**src/rtl/module_control_decodificador.sv**
```systemverilog
// rtl/module_control_decodificador.sv - sequencing controller for the SECDED Hamming(8,4) decode datapath
module module_control_decodificador #(
  parameter int LATENCIA_DP = 1,
  parameter int ANCHO_CONT  = 8
) (
  input  logic                  clk,
  input  logic                  rst_n,
  input  logic                  dato_valido_i,
  output logic                  dato_listo_o,
  input  logic [7:0]            datos_entrada_i,
  output logic [7:0]            datos_dec_o,
  input  logic [2:0]            sindrome_i,
  input  logic                  paridad_global_i,
  input  logic                  error_doble_i,
  input  logic [7:0]            datos_corregidos_i,
  input  logic                  error_simple_i,
  input  logic                  no_error_i,
  output logic                  salida_valida_o,
  input  logic                  salida_acepta_i,
  output logic [3:0]            mensaje_o,
  output logic [7:0]            palabra_o,
  output logic [1:0]            estado_o,
  output logic [ANCHO_CONT-1:0] cont_simple_o,
  output logic [ANCHO_CONT-1:0] cont_doble_o,
  input  logic                  limpiar_cont_i
);

  typedef enum logic [1:0] {
    INACTIVO = 2'b00,
    ESPERA   = 2'b01,
    SALIDA   = 2'b10
  } t_estado;

  localparam logic [1:0] CLASE_NINGUNO = 2'b00;
  localparam logic [1:0] CLASE_SIMPLE  = 2'b01;
  localparam logic [1:0] CLASE_DOBLE   = 2'b10;

  // Settle count loaded on capture; reaching zero in ESPERA is the sampling edge.
  localparam logic [3:0] CARGA_ESPERA = 4'(LATENCIA_DP - 1);
  localparam logic [ANCHO_CONT-1:0] CONT_MAX = {ANCHO_CONT{1'b1}};

  t_estado               r_estado;
  logic [3:0]            r_espera;
  logic [7:0]            r_datos_dec;
  logic [7:0]            r_palabra;
  logic [3:0]            r_mensaje;
  logic [1:0]            r_clase;
  logic                  r_valida;
  logic [ANCHO_CONT-1:0] r_cont_simple;
  logic [ANCHO_CONT-1:0] r_cont_doble;

  logic       w_doble;
  logic       w_simple;
  logic       w_muestra;
  logic [7:0] w_palabra;
  logic [1:0] w_clase;
  logic       w_unused_no_error;

  // A nonzero syndrome with even overall parity cannot come from a single flip.
  assign w_doble   = error_doble_i | ((sindrome_i != 3'b000) & ~paridad_global_i);
  assign w_simple  = error_simple_i | paridad_global_i;
  assign w_clase   = w_doble ? CLASE_DOBLE : (w_simple ? CLASE_SIMPLE : CLASE_NINGUNO);
  // An uncorrectable word is passed on as received rather than miscorrected.
  assign w_palabra = w_doble ? r_datos_dec : datos_corregidos_i;
  assign w_muestra = (r_estado == ESPERA) && (r_espera == 4'd0);

  // The no-error case is simply the absence of both error classes.
  assign w_unused_no_error = no_error_i;

  // Capture / settle / present sequencing with registered result outputs.
  always_ff @(posedge clk or negedge rst_n) begin
    if (!rst_n) begin
      r_estado    <= INACTIVO;
      r_espera    <= 4'd0;
      r_datos_dec <= 8'd0;
      r_palabra   <= 8'd0;
      r_mensaje   <= 4'd0;
      r_clase     <= CLASE_NINGUNO;
      r_valida    <= 1'b0;
    end else begin
      case (r_estado)
        INACTIVO: begin
          if (dato_valido_i) begin
            r_datos_dec <= datos_entrada_i;
            r_espera    <= CARGA_ESPERA;
            r_estado    <= ESPERA;
          end
        end
        ESPERA: begin
          if (r_espera == 4'd0) begin
            r_palabra <= w_palabra;
            r_mensaje <= {w_palabra[6], w_palabra[5], w_palabra[4], w_palabra[2]};
            r_clase   <= w_clase;
            r_valida  <= 1'b1;
            r_estado  <= SALIDA;
          end else begin
            r_espera <= r_espera - 4'd1;
          end
        end
        SALIDA: begin
          if (salida_acepta_i) begin
            r_valida <= 1'b0;
            r_estado <= INACTIVO;
          end
        end
        default: begin
          r_valida <= 1'b0;
          r_estado <= INACTIVO;
        end
      endcase
    end
  end

  // Saturating error statistics; a clear overrides an increment on the same edge.
  always_ff @(posedge clk or negedge rst_n) begin
    if (!rst_n) begin
      r_cont_simple <= '0;
      r_cont_doble  <= '0;
    end else if (limpiar_cont_i) begin
      r_cont_simple <= '0;
      r_cont_doble  <= '0;
    end else if (w_muestra) begin
      if (w_clase == CLASE_DOBLE && r_cont_doble != CONT_MAX) begin
        r_cont_doble <= r_cont_doble + 1'b1;
      end
      if (w_clase == CLASE_SIMPLE && r_cont_simple != CONT_MAX) begin
        r_cont_simple <= r_cont_simple + 1'b1;
      end
    end
  end

  assign dato_listo_o    = (r_estado == INACTIVO);
  assign datos_dec_o     = r_datos_dec;
  assign salida_valida_o = r_valida;
  assign mensaje_o       = r_mensaje;
  assign palabra_o       = r_palabra;
  assign estado_o        = r_clase;
  assign cont_simple_o   = r_cont_simple;
  assign cont_doble_o    = r_cont_doble;

endmodule

```
**config.mk**
```make
export PLATFORM = sky130hd
export DESIGN_NAME = module_control_decodificador
export DESIGN_NICKNAME = d
export VERILOG_FILES = /design/src/rtl/module_control_decodificador.sv
export SDC_FILE = /design/constraint.sdc
export NUM_CORES = 1
export LEC_CHECK = 0
export ABC_AREA = 1
export CAP_MARGIN = 40
export CORE_MARGIN = 2
export CORE_UTILIZATION = 34
export DETAILED_ROUTE_END_ITERATION = 8
export GPL_TIMING_DRIVEN = 0
export PLACE_DENSITY = 0.69
export SYNTH_ARGS = -nofsm -noshare
export SYNTH_HDL_FRONTEND = slang
export SYNTH_SLANG_ARGS = --single-unit
```
**constraint.sdc**
```tcl
create_clock -name clk -period 2.3 [get_ports clk]
set_clock_uncertainty 0.2 [all_clocks]
set_input_delay 0.23 -clock clk [delete_from_list [all_inputs] [get_ports clk]]
set_output_delay 0.23 -clock clk [all_outputs]
set_load 0.05 [all_outputs]
```
==> impl_metrics.yaml <==
routing:
  ant_nets: 0
  wire_per_inst_um: 12.2
  drc_errors: 0
  drt_iter0_drc: 88
  wirelength_um: 5400
  vias_per_cell: 4.77
  drt_pre_antenna_iters: 4
  num_vias: 2110
critical_path:
  cp_cell_sequence: "nor2_1 -> clkdlybuf4s50_1"
  reg2reg_slack_ns: 0.43
  end_kind: "primary output"
  startpoint_type: "flip-flop"
  rr_startpoint: "cont_doble_o[1]"
  ff2ff_path_depth: 9
  r2r-end: "cont_doble_o[4]"
  cpPeakStageDelay_ns: 0.84
  cpMaxStageDelayCell: "clkdlybuf4s50_1"
  cp_max_fo: 3
  cp_data_required_time_ns: 1.87
  worstPathArrival_ns: 1.73
  worstSetupPathType: "flip-flop to primary output"
  cp_top_family: "buffers and inverters"
  cp.buffers_inverters: 1
timing:
  grt_setup_unrepaired: "false"
  clock.fmax_mhz: 464
  setup_viol: 0
  tns_ns: 0
  hold_violations: 0
  drv_slew: 0
  worst_pin_slew_ns: 0.515
  fin_crit_sh: 0.938
  timing.hold.ws_ns: 0.150
  slew_headroom: 0.655
  period_minus_slack_ns: 2.16
clocking:
  hold_buffers: 1
  cts_buffer_depth: 2
  worstSkewPairLatency_ns: 0.30
  cts_sinks: 41
  cts_max_level: 2
  cts_post_setup_buffers_inserted: 0
  clockRootBuffer: "clkbuf_8"
  cts_resized: 0
  path_clk_slew_ns: 0.08
  cts_tree: "done"
  cts-buffers-inserted: 5
worst_hold_path:
  worstHoldPathCells: 4
  min_to: "cont_doble_o[2]"
  hold_start: "limpiar_cont_i"
  hp-class: "input port to flip-flop"
yosys:
  ys_warn_count: 0
  synth.distinct_cells: 30
  async_reset_ff_frac: 1.00
  syn_inst: 290
  synth_common_cells: "nand2_1, dfrtp_1, nand3_1, inv_1, nor2_1"
  syn_area_um2: 2230
  synthTopCellsByArea: "dfrtp_1, nand2_1, nand3_1"
  syn_avg_cell_area_um2: 7.69
  synth_ff_type: "dfrtp_1"
  synth-seq-cells: 41
  synth.most_common_cell: "nand2_1"
  yosys.area.top_type_share: 0.460
  synth-edff-count: 0
  synth_top_area_cell: "dfrtp_1"
  ys_seq_area_frac: 0.460
  synth_nets: 322
die:
  fp-row-count: 29
  fp.coreArea_um2: 6350
  die_y_um: 85.0
  fp.dieArea_um2: 7220
  boundaryPins: 68
  initial_core_util: 0.351
  die_w_um: 85.0
placed_design:
  place_inst: 433
  place_area_um2: 3000
  portBuffers: 65
  place_congestion: 0.800
  dp_hpwl_um: 4050
pwr:
  pwr-share-comb: 0.547
  clockPowerShare: 0.140
  swShare: 0.486
  p_int_mw: 1.78
  switchingPower_mw: 1.68
  pwr_density_cell_nw_per_um2: 1120
  total_power_mw: 3.46
  seq_power_share: 0.313
  cellLeakagePower_nw: 1.53
  peakVddDrop_mv: 0.701
cells_and_area:
  area_growth_syn_to_layout_pct: 39.0
  diodes: 0
  fin_cells: 442
  drive_above_1_share: 0.121
  num-fill-cells: 610
  fin_area_um2: 3100
  nets: 396
grt:
  track_usage: 0.158
  first_global_vias: 2002
  antenna_found_initial: 0
  grt_first_pass_wirelength_um: 9250
  gr-total-overflow: 0
  grt_max_degree: 23
run_status:
  status: "complete, no violations"
job:
  max-cap-violations: 0
metrics by stage:
stage               setup WS (ns)   util
floorplan                   0.286      -
global placement           -0.298  0.469
detailed placement          0.377  0.472
CTS                         0.120  0.488
global route               0.0455  0.488
finish                      0.143  0.488
worst reg2reg max path, stage by stage, from the launching register on:
cell	delay (ns)
dfrtp_1	0.45
ha_1	0.26
nand3_1	0.15
clkinv_1	0.08
nand2_1	0.11
nand3_2	0.11
nand2_2	0.12
buf_6	0.17
nand2_1	0.08
o21ai_2	0.05
sequential cells by signal (all words and copies together), names as in the netlist:
name,cells
salida_valida_o,1
r_espera,4
cont_doble_o,8
datos_dec_o,8
cont_simple_o,8
r_estado,2
estado_o,2
palabra_o,8
layout by cell type, fill, tap and decap left out, drive strengths merged:
master,n
nand2,106
clkdlybuf4s50,64
dfrtp,41
inv,37
nand3,34
nor2,19
buf,12
o21ai,12
nand4,11
clkbuf,5
ha,4
xor2,3
nor3,3
a21oi,2
nor3b,2
o211ai,2
clkinv,2
or2,1
or3,1
xnor2,1
o22ai,1
clkinvlp,1
dlygate4sd3,1
power groups by stage:
stage / clock (mW) / combinational, mW / sequential, mW
2_1_floorplan: 0 / 0.708 / 1.65
3_3_place_gp: 0 / 1.87 / 1.09
3_5_place_dp: 0 / 1.90 / 1.09
4_1_cts: 0.499 / 1.91 / 1.08
5_1_grt: 0.537 / 2.04 / 1.11
6_report: 0.484 / 1.89 / 1.08
cells by family after synthesis:
| group | Yosys count | share of synthesized area |
|---|---|---|
| xor gates and xnor gates | 4 | 0.0157 |
| adders and majority gates | 4 | 0.0224 |
| AOI/OAI and AO/OA | 17 | 0.0511 |
| DFF | 41 | 0.460 |
| and+or+nand+nor | 177 | 0.359 |
| buffers and inverters | 47 | 0.0920 |
worst max path at each step:
stage                        startpoint               to  cells after the start
after CTS                   r_estado[1]     dato_listo_o                      2
after detailed placement  sindrome_i[0]  cont_doble_o[0]                      9
after global routing        r_estado[1]     dato_listo_o                      2
after floorplan             r_estado[1]   datos_dec_o[2]                      5
after global placement            rst_n   datos_dec_o[5]                      1
final                       r_estado[1]     dato_listo_o                      2
cell type report:
class / count / area [um^2] / share of cell area
clock buffer: 5 / 68.8 / 0.0222
tap: 77 / 96.3 / 0.0311
multi-input combinational: 202 / 998 / 0.322
inverter: 37 / 139 / 0.0448
sequential: 41 / 1030 / 0.331
clock inverter: 3 / 21.3 / 0.00686
timing repair buffer: 67 / 683 / 0.220
buffer: 10 / 66.3 / 0.0214
metal layers:
| metal | vias to the layer above | global-route usage | wire, um |
|---|---|---|---|
| met5 | - | 0 | 0 |
| met4 | 0 | 0.0491 | 78 |
| met3 | 9 | 0.0409 | 302 |
| met2 | 57 | 0.262 | 2630 |
| met1 | 977 | 0.201 | 2400 |
| li1 | 1067 | - | - |
(Power assumes the default switching activity.)
